### config.mk
export PLATFORM = sky130hd
export DESIGN_NAME = imem_boot_loader_flat
export DESIGN_NICKNAME = d
export VERILOG_FILES = /design/src/rtl/imem_boot_loader_pkg.sv /design/src/rtl/imem_boot_loader_if.sv /design/src/rtl/imem_byte_packer.sv /design/src/rtl/imem_boot_loader.sv /design/src/flat_wrapper.sv
export SDC_FILE = /design/constraint.sdc
export NUM_CORES = 1
export LEC_CHECK = 0
export CORE_MARGIN = 2
export CORE_UTILIZATION = 50
export DETAILED_ROUTE_END_ITERATION = 10
export PLACE_DENSITY = 0.92
export SETUP_SLACK_MARGIN = 0.5
export SYNTH_ARGS = -nofsm -noshare
export SYNTH_HDL_FRONTEND = slang
export SYNTH_SLANG_ARGS = --single-unit
### constraint.sdc
create_clock -name clk -period 5.4 [get_ports clk]
set_input_delay 0.81 -clock clk [delete_from_list [all_inputs] [get_ports clk]]
set_output_delay 0.81 -clock clk [all_outputs]
set_load 0.01 [all_outputs]
### src/rtl/imem_boot_loader_pkg.sv
// Shared definitions for the instruction-memory boot loader.
// Holds the sequencer state encoding, default memory geometry and
// the bit positions that turn a PC byte address into a word address.
package imem_pkg;

    localparam int unsigned IMEM_DEPTH    = 1024;
    localparam int unsigned IMEM_AW       = 10;

    // Word address is pc[IMEM_ADDR_MSB:IMEM_ADDR_LSB]; the low two bits select a byte.
    localparam int unsigned IMEM_ADDR_LSB = 2;
    localparam int unsigned IMEM_ADDR_MSB = IMEM_AW + 1;

    typedef enum logic [1:0] {
        StIdle,
        StLoad,
        StDrain,
        StRun
    } imem_state_e;

endpackage

### src/rtl/imem_boot_loader_if.sv
// Bundle of the loader's control, byte-stream, fetch-address and memory-write signals.
// slave: the boot loader's view; master: the driver/observer's view.
interface imem_boot_loader_if
    import imem_pkg::*;
#(
    parameter int unsigned AW = IMEM_AW
);

    logic          start;
    logic [AW:0]   len_words;
    logic          byte_valid;
    logic [7:0]    byte_data;
    logic          byte_ready;
    logic [31:0]   pc_addr;
    logic [AW-1:0] mem_addr;
    logic          mem_we;
    logic [31:0]   mem_wdata;
    logic          cpu_hold;
    logic          busy;
    logic          done;
    logic          err;

    modport slave (
        input  start, len_words, byte_valid, byte_data, pc_addr,
        output byte_ready, mem_addr, mem_we, mem_wdata, cpu_hold, busy, done, err
    );

    modport master (
        output start, len_words, byte_valid, byte_data, pc_addr,
        input  byte_ready, mem_addr, mem_we, mem_wdata, cpu_hold, busy, done, err
    );

endinterface

### src/rtl/imem_byte_packer.sv
// Little-endian byte-to-word assembler.
// Byte k of a word lands in bits [8k+7:8k]; word_valid pulses for one cycle
// in the cycle after the fourth byte has been captured.
module imem_byte_packer (
    input  logic        clk,
    input  logic        rst_n,
    input  logic        clr,
    input  logic        byte_en,
    input  logic [7:0]  byte_data,
    output logic [31:0] word,
    output logic        word_valid
);

    logic [1:0]  cnt_q;
    logic [31:0] word_q;
    logic        valid_q;

    // Byte counter, in-place assembly register and the completed-word pulse.
    always_ff @(posedge clk or negedge rst_n) begin
        if (!rst_n) begin
            cnt_q   <= 2'd0;
            word_q  <= 32'd0;
            valid_q <= 1'b0;
        end else if (clr) begin
            cnt_q   <= 2'd0;
            word_q  <= 32'd0;
            valid_q <= 1'b0;
        end else begin
            valid_q <= byte_en && (cnt_q == 2'd3);
            if (byte_en) begin
                word_q[{cnt_q, 3'b000} +: 8] <= byte_data;
                cnt_q                        <= cnt_q + 2'd1;
            end
        end
    end

    assign word       = word_q;
    assign word_valid = valid_q;

endmodule

### src/rtl/imem_boot_loader.sv
// Instruction-memory boot loader: stalls the core, streams bytes into words
// written from address 0 upward, then returns the memory address to the PC.
// Optional inter-byte timeout is built only when IMEM_BOOT_TIMEOUT_EN is defined.
module imem_boot_loader
    import imem_pkg::*;
#(
    parameter int unsigned DEPTH   = IMEM_DEPTH,
    parameter int unsigned AW      = IMEM_AW,
    parameter int unsigned TIMEOUT = 65535
) (
    input  logic                  clk,
    input  logic                  rst_n,
    imem_boot_loader_if.slave     bus
);

    localparam logic [AW:0] DepthLen = (AW + 1)'(DEPTH);
    localparam logic [AW:0] OneLen   = (AW + 1)'(1);

    imem_state_e   state_q, state_d;
    logic [AW:0]   len_q, len_d;
    logic [AW-1:0] ptr_q, ptr_d;
    logic          err_q, err_d;
    logic          done_q, done_d;
    logic          packer_clr;

    logic          start_ok, start_zero, start_bad;
    logic          xfer;
    logic          word_valid;
    logic [31:0]   word;
    logic          last_write;
    logic          tmo_hit;

    assign start_ok   = bus.start && (bus.len_words != '0) && (bus.len_words <= DepthLen);
    assign start_zero = bus.start && (bus.len_words == '0);
    assign start_bad  = bus.start && (bus.len_words > DepthLen);

    // Bytes are refused during the write cycle so one word costs at least five cycles.
    assign bus.byte_ready = (state_q == StLoad) && !word_valid;
    assign xfer           = bus.byte_valid && bus.byte_ready;
    assign bus.mem_we     = (state_q == StLoad) && word_valid;
    assign bus.mem_wdata  = word;
    assign last_write     = bus.mem_we && (({1'b0, ptr_q} + OneLen) == len_q);

    imem_byte_packer u_packer (
        .clk        (clk),
        .rst_n      (rst_n),
        .clr        (packer_clr),
        .byte_en    (xfer),
        .byte_data  (bus.byte_data),
        .word       (word),
        .word_valid (word_valid)
    );

`ifdef IMEM_BOOT_TIMEOUT_EN
    logic [31:0] tmo_q;

    // Idle-cycle counter: runs only in LOAD and restarts on every accepted byte.
    always_ff @(posedge clk or negedge rst_n) begin
        if (!rst_n) begin
            tmo_q <= 32'd0;
        end else if ((state_q != StLoad) || xfer) begin
            tmo_q <= 32'd0;
        end else begin
            tmo_q <= tmo_q + 32'd1;
        end
    end

    // A pending word write takes priority over abandoning the load.
    assign tmo_hit = (state_q == StLoad) && !xfer && !word_valid && (tmo_q == 32'(TIMEOUT - 1));
`else
    logic unused_timeout;
    assign unused_timeout = ^TIMEOUT;
    assign tmo_hit        = 1'b0;
`endif

    // Next-state, pointer, length, error and done-pulse decisions.
    always_comb begin
        state_d    = state_q;
        len_d      = len_q;
        ptr_d      = ptr_q;
        err_d      = err_q;
        done_d     = 1'b0;
        packer_clr = 1'b0;
        case (state_q)
            StIdle, StRun: begin
                if (start_ok) begin
                    state_d    = StLoad;
                    len_d      = bus.len_words;
                    ptr_d      = '0;
                    err_d      = 1'b0;
                    packer_clr = 1'b1;
                end else if (start_zero) begin
                    state_d = StRun;
                    done_d  = 1'b1;
                    err_d   = 1'b0;
                end else if (start_bad) begin
                    state_d = StIdle;
                    err_d   = 1'b1;
                end
            end
            StLoad: begin
                if (bus.mem_we) begin
                    // Pointer stays on the final word so it never wraps to 0 at full depth.
                    if (last_write) begin
                        state_d = StDrain;
                    end else begin
                        ptr_d = ptr_q + 1'b1;
                    end
                end else if (tmo_hit) begin
                    state_d    = StIdle;
                    err_d      = 1'b1;
                    ptr_d      = '0;
                    packer_clr = 1'b1;
                end
            end
            StDrain: begin
                state_d = StRun;
                done_d  = 1'b1;
            end
            default: begin
                state_d = StIdle;
            end
        endcase
    end

    // Sequencer state and bookkeeping registers.
    always_ff @(posedge clk or negedge rst_n) begin
        if (!rst_n) begin
            state_q <= StIdle;
            len_q   <= '0;
            ptr_q   <= '0;
            err_q   <= 1'b0;
            done_q  <= 1'b0;
        end else begin
            state_q <= state_d;
            len_q   <= len_d;
            ptr_q   <= ptr_d;
            err_q   <= err_d;
            done_q  <= done_d;
        end
    end

    // A start seen in RUN that leaves RUN raises the hold in that same cycle.
    assign bus.cpu_hold = (state_q != StRun) || (bus.start && (bus.len_words != '0));
    assign bus.busy     = (state_q == StLoad) || (state_q == StDrain);
    assign bus.done     = done_q;
    assign bus.err      = err_q;

    // Fetch side addresses memory except while the loader owns it.
    assign bus.mem_addr = bus.busy ? ptr_q
                                   : bus.pc_addr[AW + IMEM_ADDR_LSB - 1 : IMEM_ADDR_LSB];

    logic unused_pc;
    assign unused_pc = ^{bus.pc_addr[31 : AW + IMEM_ADDR_LSB], bus.pc_addr[IMEM_ADDR_LSB - 1 : 0]};

endmodule
### src/flat_wrapper.sv
// flat-port wrapper written by rule: the top's interface ports become plain ports
module imem_boot_loader_flat import imem_pkg::*;
#(
    parameter int unsigned DEPTH   = IMEM_DEPTH,
    parameter int unsigned AW      = IMEM_AW,
    parameter int unsigned TIMEOUT = 65535
)
  (clk, rst_n, bus_start, bus_len_words, bus_byte_valid, bus_byte_data, bus_pc_addr, bus_byte_ready, bus_mem_addr, bus_mem_we, bus_mem_wdata, bus_cpu_hold, bus_busy, bus_done, bus_err);
  imem_boot_loader_if #(.AW(AW)) bus_i ();
  input  logic clk;
  input  logic rst_n;
  input wire logic [$bits(bus_i.start)-1:0] bus_start;
  input wire logic [$bits(bus_i.len_words)-1:0] bus_len_words;
  input wire logic [$bits(bus_i.byte_valid)-1:0] bus_byte_valid;
  input wire logic [$bits(bus_i.byte_data)-1:0] bus_byte_data;
  input wire logic [$bits(bus_i.pc_addr)-1:0] bus_pc_addr;
  output wire logic [$bits(bus_i.byte_ready)-1:0] bus_byte_ready;
  output wire logic [$bits(bus_i.mem_addr)-1:0] bus_mem_addr;
  output wire logic [$bits(bus_i.mem_we)-1:0] bus_mem_we;
  output wire logic [$bits(bus_i.mem_wdata)-1:0] bus_mem_wdata;
  output wire logic [$bits(bus_i.cpu_hold)-1:0] bus_cpu_hold;
  output wire logic [$bits(bus_i.busy)-1:0] bus_busy;
  output wire logic [$bits(bus_i.done)-1:0] bus_done;
  output wire logic [$bits(bus_i.err)-1:0] bus_err;
  assign bus_i.start = bus_start;
  assign bus_i.len_words = bus_len_words;
  assign bus_i.byte_valid = bus_byte_valid;
  assign bus_i.byte_data = bus_byte_data;
  assign bus_i.pc_addr = bus_pc_addr;
  assign bus_byte_ready = bus_i.byte_ready;
  assign bus_mem_addr = bus_i.mem_addr;
  assign bus_mem_we = bus_i.mem_we;
  assign bus_mem_wdata = bus_i.mem_wdata;
  assign bus_cpu_hold = bus_i.cpu_hold;
  assign bus_busy = bus_i.busy;
  assign bus_done = bus_i.done;
  assign bus_err = bus_i.err;
  imem_boot_loader #(.DEPTH(DEPTH), .AW(AW), .TIMEOUT(TIMEOUT)) u_core (.clk(clk), .rst_n(rst_n), .bus(bus_i));
endmodule
==> impl_metrics.tcl, run 1 <==
set metrics [dict create \
    synth_most_common_cell "dfrtp_1" \
    max-clock-path-buffers 2 \
    skew_ns 0.0105 \
    wl_microns 8450 \
    grt_usage_pct 24.4 \
    slowest_stage "or4_4" \
    fmax_ghz 0.258 \
    clk-insertion-delay-late_ns 0.34 \
    synth_seq_cells 60 \
    netlist_top_cells_area "dfrtp_1, mux2_2, a22o_1" \
    cp-start-kind "input pin" \
    relSlewSlack_pct 40.4 \
    yosysTopAreaCellShare_pct 46.2 \
    antenna_found_initial 0 \
    crit_fanout 5 \
    cts_tree "yes" \
    dp_hpwl_microns 6000 \
    numPortBuffers 80 \
    crit_required_ns 4.59 \
    async_reset_ff_share_pct 100 \
    hold_violations 0 \
    ios 103 \
    synthesis.area_sq_um 3250 \
    dieArea_sq_um 7160 \
    yosysTopAreaCell "dfrtp_1" \
    post-cts-setup-buffers 0 \
    ant_nets 0 \
    crit_chain "clkdlybuf4s50_1 > or4_4 > nor4_2 > o21ai_0 > clkdlybuf4s50_1" \
    reg2reg_from "u_core.state_q[1]" \
    maxCapViolCount 0 \
    met2_usage_pct 40.5 \
    areaGrowthSynthToFinish_pct 31.9 \
    cts-root-buf "clkbuf_8" \
    overflow 0 \
    cts_max_level 3 \
    clk_pin_slew_ns 0.07 \
    worst_r2r_endpoint "u_core.ptr_q[0]" \
    grt_pass1_vias 2971 \
    synth_fp_nets 386 \
    rsz0062_at_grt "false" \
    grt-busiest-layer "met2" \
    drt_iter0_drc 181 \
    first_pass_iters 4 \
    synth_sequential_area_ratio_pct 46.2 \
    layout_min_cycle_time_ns 3.87 \
    place_congestion 0.903 \
    holdPathEnd "u_core.bus.err" \
    p_per_area_nw_per_um2 461 \
    finalSetupViolCount 0 \
    cts_hold_buf 0 \
    fill_cells 500 \
    synth-edff-count 0 \
    fin_cells 481 \
    vias 2845 \
    rr_worst_depth 9 \
    syn-instance-count 323 \
    avgSynthCellArea_sq_um 10.1 \
    peakVddDrop_v 0.000270 \
    diodes 0 \
    setup.worst_path.end_class "primary output" \
    nets 462 \
    drive_above_1_share_pct 13.4 \
    grtUsageMet3_pct 5.80 \
    multi_input_area_sq_um 1610 \
    period_share_pct 71.7 \
    die_w_microns 84.6 \
    dp.cells 465 \
    routedWlPerCell_microns 17.6 \
    cts_buffers 9 \
    synthTopCellsByCount "dfrtp_1, nand2_1, nor2_1" \
    grt_use_met1_pct 30.6 \
    cp_slowest_stage_delay_ns 0.59 \
    critPathArrivalTime_ns 3.06 \
    holdWs_ns 0.484 \
    cts.sinks 60 \
    ys.flop_type "dfrtp_1" \
    r2r_slack_ns 1.99 \
    start_util_pct 51.4 \
    crit_top_cell "clkdlybuf4s50_1" \
    grt_first_pass_wirelength_microns 14100 \
    vias_per_cell 5.91 \
    slew_viol_final 0 \
    power.total_mw 1.97 \
    crit_type "in -> out" \
    ys_types 54 \
    cts_resized 0 \
    worstHoldPathCells 1 \
    post-route-drc-count 0 \
    rows 29 \
    grt_max_degree 61 \
    hp-start "u_core.bus.err" \
    core-area_sq_um 6310 \
    die_h_microns 84.6 \
    outcome "finished clean" \
    hold_path_class "reg -> reg" \
    fin_setup_tns_ns 0 \
    worst_pin_slew_ns 0.887 \
    leakage_nw 1.82 \
    yosysWarnings 0 \
    seq_area_sq_um 1500 \
]
[flip-flops by register name, indices dropped and copies added (netlist names)]
register                    count
u_core.state_q                  2
u_core.ptr_q                   10
u_core.u_packer.word           32
u_core.bus.err                  1
u_core.u_packer.word_valid      1
u_core.u_packer.cnt_q           2
u_core.len_q                   11
u_core.bus.done                 1
[cell families (layout without fill, tap and decap cells)]
logic type	after synthesis	after routing	share of synthesized area (%)
AO/OA/AOI/OAI	84	84	19.2
XOR/XNOR	10	10	2.70
adder cells (fa/ha/maj)	8	8	3.08
buffers and inverters	30	111	4.51
flip-flops	60	60	46.2
multiplexers	23	23	7.94
AND/OR/NAND/NOR	108	108	16.3
[how the worst max path moves through the flow]
stage                       to  cells past startpoint  slack [ns]             start
6_report          bus_cpu_hold                      5        1.53  bus_len_words[5]
3_5_place_dp      bus_cpu_hold                      5        1.54  bus_len_words[5]
2_1_floorplan  u_core.ptr_q[0]                      8        2.41  bus_len_words[5]
5_1_grt           bus_cpu_hold                      5        1.39  bus_len_words[5]
4_1_cts           bus_cpu_hold                      5        1.55  bus_len_words[5]
3_3_place_gp      bus_cpu_hold                      5        1.56  bus_len_words[5]
[area by class of cell]
cell class	count	share of cell area, %
multi-input combinational	233	37.5
inverter	12	1.05
clock inverter	7	2.13
tap	77	2.25
timing repair buffer	83	19.1
clock buffer	9	2.89
sequential	60	35.1
[critical path, delay by kind of cell]
family / cells / cell delay, ns
compound gates: 1 / 0.16
simple gates: 2 / 1.15
buf+inv: 2 / 0.94
[report_power, final]
part	switching [mW]	total, mW	leakage, nW	internal [mW]
Sequential	0.0878	0.642	0.802	0.554
Combinational	0.462	0.891	0.907	0.430
Clock	0.184	0.442	0.109	0.258
Total	0.733	1.97	1.82	1.24
[metrics by stage]
step | setup WS (ns) | util (%) | instance area, sq um
final | 1.53 | 67.8 | 4280
after floorplan | 2.41 | - | 3250
after global placement | 1.56 | 64.4 | 4070
after global routing | 1.39 | 67.8 | 4280
after detailed placement | 1.54 | 64.4 | 4070
after CTS | 1.55 | 67.8 | 4280
[routing by layer]
metal,up-vias,wire length [microns],part of all wire [%]
met1,1388,3490,41
met5,-,0,0
met4,0,89,1.1
li1,1313,-,-
met3,10,691,8.2
met2,134,4180,49
[cell usage in the layout (no fill, tap or decap), types with 3 or more instances in the layout]
| cell | n |
|---|---|
| nor2_1 | 31 |
| a22oi_1 | 8 |
| o21a_1 | 7 |
| clkinv_2 | 3 |
| inv_1 | 12 |
| ha_1 | 8 |
| nand4_1 | 3 |
| clkdlybuf4s50_1 | 79 |
| a21oi_1 | 14 |
| a31o_2 | 4 |
| clkbuf_8 | 9 |
| mux2i_1 | 4 |
| buf_4 | 3 |
| or3_1 | 3 |
| nand3_1 | 14 |
| mux2_2 | 18 |
| xnor2_1 | 5 |
| nand2_1 | 37 |
| o21ai_0 | 16 |
| a22o_1 | 16 |
| xor2_1 | 5 |
| dfrtp_1 | 60 |
Power figures use the tool's default switching activity.
==> run 2: changes to the inputs <==
--- a/config.mk
+++ b/config.mk
@@ -6,9 +6,9 @@
 export NUM_CORES = 1
 export LEC_CHECK = 0
 export CORE_MARGIN = 2
-export CORE_UTILIZATION = 50
+export CORE_UTILIZATION = 42
 export DETAILED_ROUTE_END_ITERATION = 10
-export PLACE_DENSITY = 0.92
+export PLACE_DENSITY = 0.83
 export SETUP_SLACK_MARGIN = 0.5
 export SYNTH_ARGS = -nofsm -noshare
 export SYNTH_HDL_FRONTEND = slang
==> constraint.sdc (replaced) <==
create_clock -name clk -period 3.54 [get_ports clk]
set_input_delay 0.531 -clock clk [delete_from_list [all_inputs] [get_ports clk]]
set_output_delay 0.531 -clock clk [all_outputs]
set_load 0.01 [all_outputs]
==> impl_metrics.tcl, run 2 (synthesized netlist as in run 1, its figures left out) <==
set metrics [dict create \
    cts_tree "yes" \
    setup.worst_path.end_class "primary output" \
    rsz0062_at_grt "false" \
    core-area_sq_um 7610 \
    grt_first_pass_wirelength_microns 14400 \
    skew_ns 0.00611 \
    drive_above_1_share_pct 15.3 \
    reg2reg_from "u_core.ptr_q[2]" \
    overflow 0 \
    routedWlPerCell_microns 16.7 \
    r2r_slack_ns 0.67 \
    dieArea_sq_um 8450 \
    place_congestion 0.885 \
    ios 103 \
    leakage_nw 1.84 \
    vias_per_cell 5.59 \
    placed_area_sq_um 4160 \
    outcome "finished clean" \
    peakVddDrop_v 0.000368 \
    hold_violations 0 \
    cts_buffers 9 \
    design_area_sq_um 4330 \
    clk_pin_slew_ns 0.07 \
    p_per_area_nw_per_um2 673 \
    utilization_pct 57.0 \
    max-clock-path-buffers 2 \
    rr_worst_depth 8 \
    critPathArrivalTime_ns 2.38 \
    cts_hold_buf 0 \
    first_pass_iters 4 \
    dp.cells 498 \
    areaGrowthSynthToFinish_pct 33.4 \
    fin_setup_tns_ns 0 \
    crit_type "reg -> out" \
    final_cell_mix "clkdlybuf4s50_1, dfrtp_1, nand2_1" \
    crit_required_ns 3.01 \
    layout_min_cycle_time_ns 2.91 \
    maxCapViolCount 0 \
    antenna_found_initial 0 \
    die_h_microns 91.9 \
    grt_usage_pct 21.5 \
    finalSetupViolCount 0 \
    diodes 0 \
    clk-insertion-delay-late_ns 0.34 \
    final_common_cell "clkdlybuf4s50_1" \
    ant_nets 0 \
    relSlewSlack_pct 30.8 \
    start_util_pct 42.7 \
    wl_microns 8570 \
    cts-root-buf "clkbuf_8" \
    fin_cells 514 \
    fmax_ghz 0.344 \
    nets 470 \
    numPortBuffers 80 \
    hold_path_class "in -> async" \
    largest_register_ffs 32 \
    slew_viol_final 0 \
    vias 2874 \
    worst_r2r_endpoint "u_core.ptr_q[5]" \
    period_share_pct 82.2 \
    dp_hpwl_microns 6210 \
    post-route-drc-count 0 \
    drt_iter0_drc 110 \
    grt_max_degree 47 \
    crit_fanout 14 \
    cts.sinks 60 \
    worst_pin_slew_ns 1.04 \
    cp-start-kind "flip-flop" \
    grt_pass1_vias 2911 \
    cts_max_level 3 \
    die_w_microns 91.9 \
    rows 32 \
]
==> run 2: cell types whose count changed in the layout (fill, tap and decap cells not counted) <==
cell             before  now
buf_4                 3   11
bufinv_16             2    0
clkbuf_1              0    1
clkbuf_8              9   10
clkdlybuf4s50_1      79   78
clkinv_2              3    4
clkinv_4              1    0
dlygate4sd2_1         0    1
ha_1                  8    7
ha_2                  0    1
nor3_1                1    0
nor3_2                0    1
==> run 2: worst max-delay path by stage <==
| stage | from | endpoint | slack (ns) | cells past startpoint |
|---|---|---|---|---|
| after global placement | bus_len_words[5] | u_core.ptr_q[0] | 0.34 | 7 |
| final | u_core.state_q[0] | bus_mem_addr[6] | 0.63 | 5 |
| after detailed placement | bus_len_words[5] | u_core.ptr_q[0] | 0.33 | 7 |
| after floorplan | bus_len_words[5] | u_core.ptr_q[0] | 0.83 | 8 |
| after CTS | u_core.state_q[0] | bus_mem_addr[6] | 0.61 | 5 |
| after global routing | u_core.ptr_q[0] | u_core.state_q[0] | 0.50 | 9 |
==> run 2: layout make-up <==
type                            count  area [sq um]
Multi-Input combinational cell    233          1610
Clock inverter                      5          27.5
Tap cell                          102           128
Clock buffer                       11           141
Timing Repair Buffer               91           877
Sequential cell                    60          1500
Fill cell                         669          3270
Inverter                           12          45.0
==> run 2: critical path, cell delays in order (launching register included) <==
cell and delay, ns:
dfrtp_1 0.41, inv_1 0.10, ha_1 0.43, buf_4 0.25
mux2_2 0.36, clkdlybuf4s50_1 0.48
==> run 2: through the flow <==
step           power, mW  hold slack [ns]  setup WS, ns
2_1_floorplan       1.82            0.235         0.834
3_3_place_gp        2.34            0.470         0.339
3_5_place_dp        2.38            0.473         0.335
4_1_cts             2.93            0.392         0.608
5_1_grt             3.11            0.465         0.504
6_report            2.91            0.374         0.631
==> run 2: timing repair <==
item	4_1_cts	5_1_grt
buffers inserted	0	0
endpoints found under the hold margin	0	0
setup endpoints to repair	1	6
resized for setup	1	2
==> run 2: routing by layer <==
metal | track usage, % | part of all wire [%]
met2 | 33.9 | 48
met5 | 0 | 0
met3 | 6.00 | 7.8
met4 | 10.1 | 2.4
met1 | 27.5 | 42
==> run 2: power breakdown <==
group          switching (mW)  internal (mW)
combinational           0.703          0.688
sequential              0.135          0.845
clock                   0.276          0.268
==> run 3: changes to the inputs <==
--- a/config.mk
+++ b/config.mk
@@ -6,9 +6,9 @@
 export NUM_CORES = 1
 export LEC_CHECK = 0
 export CORE_MARGIN = 2
-export CORE_UTILIZATION = 42
+export CORE_UTILIZATION = 47
 export DETAILED_ROUTE_END_ITERATION = 10
-export PLACE_DENSITY = 0.83
+export PLACE_DENSITY = 0.88
 export SETUP_SLACK_MARGIN = 0.5
 export SYNTH_ARGS = -nofsm -noshare
 export SYNTH_HDL_FRONTEND = slang
==> constraint.sdc (replaced) <==
create_clock -name clk -period 2.95 [get_ports clk]
set_input_delay 0.4425 -clock clk [delete_from_list [all_inputs] [get_ports clk]]
set_output_delay 0.4425 -clock clk [all_outputs]
set_load 0.01 [all_outputs]
==> impl_metrics.tcl, run 3 (synthesized netlist as in run 1, its figures left out) <==
set metrics [dict create \
    outcome "finished clean" \
    grt_pass1_vias 3135 \
    cts_max_level 3 \
    ant_nets 0 \
    die_w_microns 87.1 \
    cts_buffers 9 \
    layout_min_cycle_time_ns 2.54 \
    wl_microns 9680 \
    grt_usage_pct 26.7 \
    overflow 0 \
    ios 103 \
    antenna_found_initial 0 \
    core-area_sq_um 6760 \
    place_congestion 0.900 \
    crit_type "in -> reg" \
    placed_area_sq_um 4210 \
    dp_hpwl_microns 6120 \
    start_util_pct 48.1 \
    cts.sinks 60 \
    areaGrowthSynthToFinish_pct 45.6 \
    critPathArrivalTime_ns 2.77 \
    hold_violations 0 \
    relSlewSlack_pct 33.2 \
    maxCapViolCount 0 \
    fin_cells 514 \
    cts_tree "yes" \
    skew_ns 0.00966 \
    hold_path_class "in -> async" \
    clk_pin_slew_ns 0.07 \
    peakVddDrop_v 0.000506 \
    max-clock-path-buffers 2 \
    clk-insertion-delay-late_ns 0.35 \
    finalSetupViolCount 0 \
    rsz0062_at_grt "true" \
    drive_above_1_share_pct 25.8 \
    crit_required_ns 3.19 \
    p_per_area_nw_per_um2 876 \
    largest_register_ffs 32 \
    crit_fanout 7 \
    grt_first_pass_wirelength_microns 15700 \
    rows 30 \
    routedWlPerCell_microns 18.8 \
    numPortBuffers 80 \
    utilization_pct 70.0 \
    design_area_sq_um 4730 \
    drt_iter0_drc 214 \
    holdWs_ns 0.260 \
    fill_cells 502 \
    dieArea_sq_um 7590 \
    dp.cells 484 \
    setup.worst_path.end_class "flip-flop" \
    final_common_cell "clkdlybuf4s50_1" \
    cp-start-kind "input pin" \
    vias_per_cell 5.91 \
    worst_pin_slew_ns 1.00 \
    post-route-drc-count 0 \
    first_pass_iters 4 \
    fin_setup_tns_ns 0 \
    final_cell_mix "clkdlybuf4s50_1, dfrtp_1, nand2_1" \
    fmax_ghz 0.394 \
    die_h_microns 87.1 \
    leakage_nw 2.06 \
    diodes 0 \
    nets 493 \
    slew_viol_final 0 \
    grt_max_degree 46 \
    cts-root-buf "clkbuf_8" \
    period_share_pct 86.0 \
    vias 3040 \
]
## run 3: cell types whose count changed in the layout (fill, tap and decap cells not counted), sizes merged, moves of 2 or more
cell	change
buf	+23
bufinv	+3
clkdlybuf4s15	+2
clkdlybuf4s50	-18
clkinv	-4
dlygate4sd2	+14
## run 3: final timing paths
check                                      start                       end  slack [ns]  cells past startpoint
worst min register to register    u_core.bus.err            u_core.bus.err        0.49                      1
worst max-delay path            bus_len_words[2]           u_core.ptr_q[8]        0.41                      9
worst min-delay path                       rst_n           u_core.ptr_q[1]        0.26                      1
min in group clk                bus_len_words[8]           u_core.len_q[8]        0.45                      2
max in group asynchronous                  rst_n  u_core.u_packer.word[17]        1.96                      2
worst max register to register   u_core.ptr_q[2]           u_core.ptr_q[4]        0.47                      8
## run 3: layout make-up
type,instances,area [sq um],area share (%)
multi-input combinational,233,1760,37.2
sequential,60,1510,31.9
timing repair buffer,114,1080,22.8
clock buffer,11,141,2.99
tap,80,100,2.12
clock inverter,4,97.6,2.06
inverter,12,48.8,1.03
## run 3: routing by layer
layer | global-route usage [%] | routed length, microns | part of all wire [%]
met1 | 33.9 | 3970 | 41
met2 | 41.7 | 4530 | 47
met3 | 7.20 | 760 | 7.9
met4 | 14.3 | 423 | 4.4
met5 | 0 | 0 | 0
## run 3: metrics by stage
stage	setup slack (ns)	power, mW
after floorplan	0.333	2.18
after global placement	-0.0718	2.84
after detailed placement	-0.0904	2.90
after CTS	0.477	4.05
after global routing	0.365	4.37
final	0.414	4.15
## run 3: power by group
part / switching [mW] / internal, mW / total [mW]
logic: 1.00 / 1.04 / 2.04
registers: 0.174 / 1.02 / 1.19
clock network: 0.337 / 0.580 / 0.917
## run 3: critical path, stage by stage
cell	delay (ns)
dlygate4sd2_1	0.24
or4_4	0.58
o31ai_4	0.20
or3b_4	0.43
a21oi_4	0.24
buf_12	0.15
nand2_1	0.07
o21a_1	0.21
a31o_4	0.20
## run 3: repair_timing
action                     in CTS  in global routing
hold buffers                    0                  0
setup endpoints to repair      49                 39
buffers inserted               15                  0
gates resized for setup        54                 15
pin swaps                      15                  6
==> variant 1, RTL diff (config.mk and constraints of run 2) <==
The option `IMEM_BOOT_TIMEOUT_EN` is turned on by a define.
--- a/src/rtl/imem_boot_loader.sv
+++ b/src/rtl/imem_boot_loader.sv
@@ -1,6 +1,8 @@
 // Instruction-memory boot loader: stalls the core, streams bytes into words
 // written from address 0 upward, then returns the memory address to the PC.
 // Optional inter-byte timeout is built only when IMEM_BOOT_TIMEOUT_EN is defined.
+`define IMEM_BOOT_TIMEOUT_EN
+
 module imem_boot_loader
     import imem_pkg::*;
 #(
Behaviour: no difference found for any inputs over 10 cycles, from zero or initial values and one cycle with rst_n low; that may be too few to reach the edited logic, so the function may still have changed.
==> variant 1 against run 2 <==
  * Via count rose by 42%
  * Critical path depth is 1 lower
  * Synthesized area up 47%
  * Setup slack improved by 0.016 ns
  * Cell area up 39%
  * Highest routed layer unchanged
  * Die area grew 45%
  * Wire length up 37%
  * Total power grew 19%
  * Sequential cell count up 32
==> variant 1: results (changes against run 2) <==
metric,value,unit,change
largest_net_degree_at_the_start_of_global_routing,46,,was 47
outcome,"complete, no violations",,unchanged
dp_hpwl,8371,um,was 6210 um
grt.met2_usage,34.27,%,was 33.95%
seq_area_frac_synth,48.14,%,was 46.22%
postSynthNetCount,556,,was 386
synth_xor_area_share,6.960,%,was 2.696%
switching_share,33.30,%,was 38.20%
synth_adder_area_share,2.878,%,was 3.082%
routed-via-count,4095,,"was 2,874"
first_pass_grt_wire_length,19830,um,"was 14,440 um"
groute.layer.met3.usage,2.515,%,was 5.998%
layout-drive-gt1-share,9.756,%,was 15.29%
gp_congestion,0.8973,,was 0.8848
grt_pass1_vias,4079,,"was 2,911"
critical_path.slowest_cell,ha_1,,was clkdlybuf4s50_1
arrival_worst_endpoint,2.36,ns,was 2.38 ns
worst_path_largest_cell_delay,0.68,ns,was 0.48 ns
fillers,907,,was 669
nets,635,,was 470
route.met2.wl,5989,um,was 4083 um
wirelength,11760,um,was 8572 um
clock_tree.root_cell,clkbuf_16,,was clkbuf_8
gr-usage-all-layers,19.48,%,was 21.52%
synthTopCellsByCount,"dfrtp_1, nor2_1, nand2_1, nand3_1, xor2_1",,"was dfrtp_1, nand2_1, nor2_1, mux2_2"
ff2ff_setup_slack,0.73,ns,was 0.67 ns
muxShareOfSynthArea,4.762,%,was 7.935%
layout_setup_ws,0.6477,ns,was 0.6313 ns
[variant 1: changes by cell type after synthesis, moves of 5 or more]
| cell | delta |
|---|---|
| dfrtp_1 | +32 |
| a21oi_1 | +12 |
| xnor2_1 | +5 |
| a22o_1 | -16 |
| a31oi_1 | +8 |
| nand4_1 | +7 |
| a41oi_1 | +6 |
| xor2_1 | +23 |
| a22oi_1 | +8 |
| nor2_1 | +33 |
| nand3_1 | +19 |
| and3_1 | +8 |
| nand2_1 | +10 |
[variant 1: final cells by class]
type,instances,area share (%)
multi-input cells,363,38.83
flip-flops and latches,92,38.31
repair buffers,89,14.39
clock buffers,13,4.331
well taps,140,2.915
inverters,14,0.8745
clock inverters,3,0.3539
[variant 1: stage by stage]
stage	utilization (%)	std cells	total power [uW]	hold WS, ns
2_1_floorplan	-	490	2069	0.2354
3_3_place_gp	52.06	697	2510	0.4865
3_5_place_dp	52.06	697	2557	0.5087
4_1_cts	54.72	714	3465	0.2088
5_1_grt	54.72	714	3619	0.2282
6_report	54.72	714	3461	0.1772
[variant 1: path summary, 6_finish.rpt]
kind                                        start                  endpoint
worst max register to register    u_core.ptr_q[0]           u_core.ptr_q[0]
max in group asynchronous                   rst_n           u_core.tmo_q[5]
worst max-delay path            u_core.state_q[0]           bus_mem_addr[2]
worst min register to register    u_core.tmo_q[0]           u_core.tmo_q[0]
worst min-delay path                        rst_n  u_core.u_packer.word[13]
min in group clk                  u_core.tmo_q[0]           u_core.tmo_q[0]
[variant 1: worst max-delay path, delay by kind of cell, from the launching register on]
kind	cells	cell delay [ns]
adder cells (fa/ha/maj)	1	0.68
flip-flops	1	0.38
multiplexers	1	0.41
buffers and inverters	2	0.55
[variant 1: repair_timing]
action,4_1_cts,5_1_grt
setup buffers,1,0
gates resized for setup,2,0
endpoints found under the setup margin,1,0
==> variant 2, RTL diff (config.mk and constraints of run 2) <==
Made on the original files. Re-encode `imem_state_e` (4 states) as one-hot, 4 bits wide.
--- a/src/rtl/imem_boot_loader_pkg.sv
+++ b/src/rtl/imem_boot_loader_pkg.sv
@@ -10,11 +10,11 @@
     localparam int unsigned IMEM_ADDR_LSB = 2;
     localparam int unsigned IMEM_ADDR_MSB = IMEM_AW + 1;
 
-    typedef enum logic [1:0] {
-        StIdle,
-        StLoad,
-        StDrain,
-        StRun
+    typedef enum logic [3:0] {
+        StIdle  = 4'b0001,
+        StLoad  = 4'b0010,
+        StDrain = 4'b0100,
+        StRun   = 4'b1000
     } imem_state_e;
 
 endpackage
Formal check against the unedited RTL: same outputs for any inputs over 10 cycles, from zero or initial values and one cycle with rst_n low; not proved beyond that.
==> variant 2 against run 2 <==
  * Clock power is 6.2% higher
  * Cell area is 3.0% higher
  * Sequential cell count is 2 higher
  * Register-to-register slack better by 0.12 ns
  * Maximum frequency is 0.10% higher
  * Hold slack worse by 0.19 ns
  * Largest power group is now registers
  * Sequential power is 2.7% lower
  * Setup slack better by 0.0029 ns
  * Synthesized area is 4.3% higher
  * Wire length is 5.7% higher
  * Total power is 23% lower
==> variant 2: results (changes against run 2) <==
metric,value,unit,change
outcome,"complete, no violations",,unchanged
vdd_drop_max,0.2457,mV,was 0.3683 mV
h_tree_level_count,3,,unchanged
postSynthNetCount,395,,was 386
grt_pass1_vias,3080,,"was 2,911"
dp_hpwl,6594,um,was 6210 um
synthMostInstantiatedCell,nand2_1,,was dfrtp_1
critical_path.slowest_cell,clkdlybuf4s50_1,,unchanged
fin_skew,0.01134,ns,was 0.006112 ns
gp_congestion,0.8575,,was 0.8848
worst_path_largest_cell_delay,0.57,ns,was 0.48 ns
yosys_warnings,0,,unchanged
wl_per_cell,17.26,um,was 16.68 um
nets,478,,was 470
seq_area_frac_synth,45.84,%,was 46.22%
synthCells,335,,was 323
rr_startpoint,u_core.ptr_q[0],,was u_core.ptr_q[2]
largest_net_degree_at_the_start_of_global_routing,25,,was 47
drt_pass_1_iters,5,,was 4
setup_total_negative_slack,0,ns,unchanged
finalHoldViolations,0,,unchanged
synth-async-reset-ratio,100.0,%,unchanged
placed_cells_incl_taps,509,,was 498
largest_cells_by_area_after_synthesis,"dfrtp_1, nand2_1, a22o_2",,"was dfrtp_1, mux2_2, a22o_1"
timing.reg2reg.worst_path_depth,7,,was 8
critical_path_peak_fanout,9,,was 14
first_pass_grt_wire_length,14860,um,"was 14,440 um"
routed-via-count,3019,,"was 2,874"
synthTopCellsByCount,"nand2_1, dfrtp_1, nor2_1, a22o_1, a22o_2",,"was dfrtp_1, nand2_1, nor2_1, mux2_2"
path_clk_slew,0.08,ns,
gr-usage-all-layers,21.53,%,was 21.52%
regToRegEndpoint,u_core.ptr_q[0],,was u_core.ptr_q[5]
portBuffers,80,,unchanged
post_dp_cell_area,4253,um2,was 4159 um2
yosys.area.top_type,dfrtp_1,,unchanged
cts_inserted_buffers,9,,unchanged
clockBufferDepth,2,,unchanged
p_leak,0.001954,uW,was 0.001836 uW
slew_at_the_pin_with_the_worst_max_slew_slack,0.6143,ns,was 1.038 ns
ff2ff_setup_slack,0.79,ns,was 0.67 ns
synth.distinct_cells,68,,was 54
fillers,654,,was 669
drt-vias-per-instance,5.750,,was 5.591
layout-drive-gt1-share,14.89,%,was 15.29%
detail_route.iter0.violations,202,,was 110
largest_reg_flops,32,,unchanged
antennaDiodeCount,0,,unchanged
fin_hold_ws,0.1836,ns,was 0.3740 ns
-- variant 2: cell count changes after synthesis, moves of 4 or more --
cell | before | now
a22o_2 | 0 | 16
and3_1 | 2 | 6
mux2_2 | 18 | 1
xnor2_1 | 5 | 10
a22oi_1 | 8 | 2
nand3_1 | 14 | 5
o21a_1 | 7 | 1
o21ai_0 | 16 | 9
nand2_1 | 37 | 69
nor2_1 | 31 | 17
-- variant 2: timing repair --
item | CTS | global route
gates resized for setup | 2 | 5
hold buffers | 0 | 0
buffers inserted | 0 | 0
endpoints found under the setup margin | 1 | 7
pin swaps | 1 | 2
-- variant 2: where the power goes --
group | internal, uW | switching, uW
clock | 263 | 314
sequential | 824 | 129
combinational | 337 | 372
-- variant 2: worst max-delay path, delay by kind of cell, from the launching register on --
| family | cells | cell delay, ns |
|---|---|---|
| buffers and inverters | 2 | 0.79 |
| flip-flops | 1 | 0.54 |
| AND/OR/NAND/NOR | 2 | 0.70 |
-- variant 2: how the worst max path moves through the flow --
stage	startpoint	end	depth (start not counted)
after floorplan	u_core.ptr_q[0]	u_core.ptr_q[0]	8
after global placement	bus_len_words[3]	bus_cpu_hold	5
after detailed placement	bus_len_words[3]	bus_cpu_hold	5
after CTS	bus_len_words[3]	bus_cpu_hold	5
after global routing	u_core.state_q[3]	bus_mem_addr[7]	6
final	u_core.state_q[1]	bus_mem_we	4
-- variant 2: routing by layer --
layer / track usage, % / up-vias / wire length [um]
li1: - / 1397 / -
met1: 26.30 / 1472 / 3794
met2: 36.67 / 129 / 4469
met3: 5.136 / 21 / 568
met4: 8.454 / 0 / 231
met5: 0 / - / 0
-- variant 2: stage by stage --
stage               util, %  setup WS, ns  total power (uW)
finish                57.47        0.6342              2240
global route          57.47        0.4986              2362
CTS                   57.23        0.5294              2234
detailed placement    54.75        0.4743              1657
global placement      54.75        0.4665              1626
floorplan                 -         1.256              1382
-- variant 2: layout make-up --
class,count,area [um2],share of cell area [%]
clock buffers,9,123.9,2.775
inverters,11,41.29,0.9249
repair buffers,88,858.3,19.23
flip-flops and latches,62,1554,34.81
well taps,102,127.6,2.859
multi-input cells,246,1703,38.14
clock inverters,7,56.30,1.261
-- variant 2: cells by family after synthesis --
group           share of synthesized area (%)
mux                                     1.662
compound gates                          21.46
xor+xnor                                4.100
flops                                   45.84
fa+ha+maj                               1.847
simple gates                            20.39
buf+inv                                 4.691
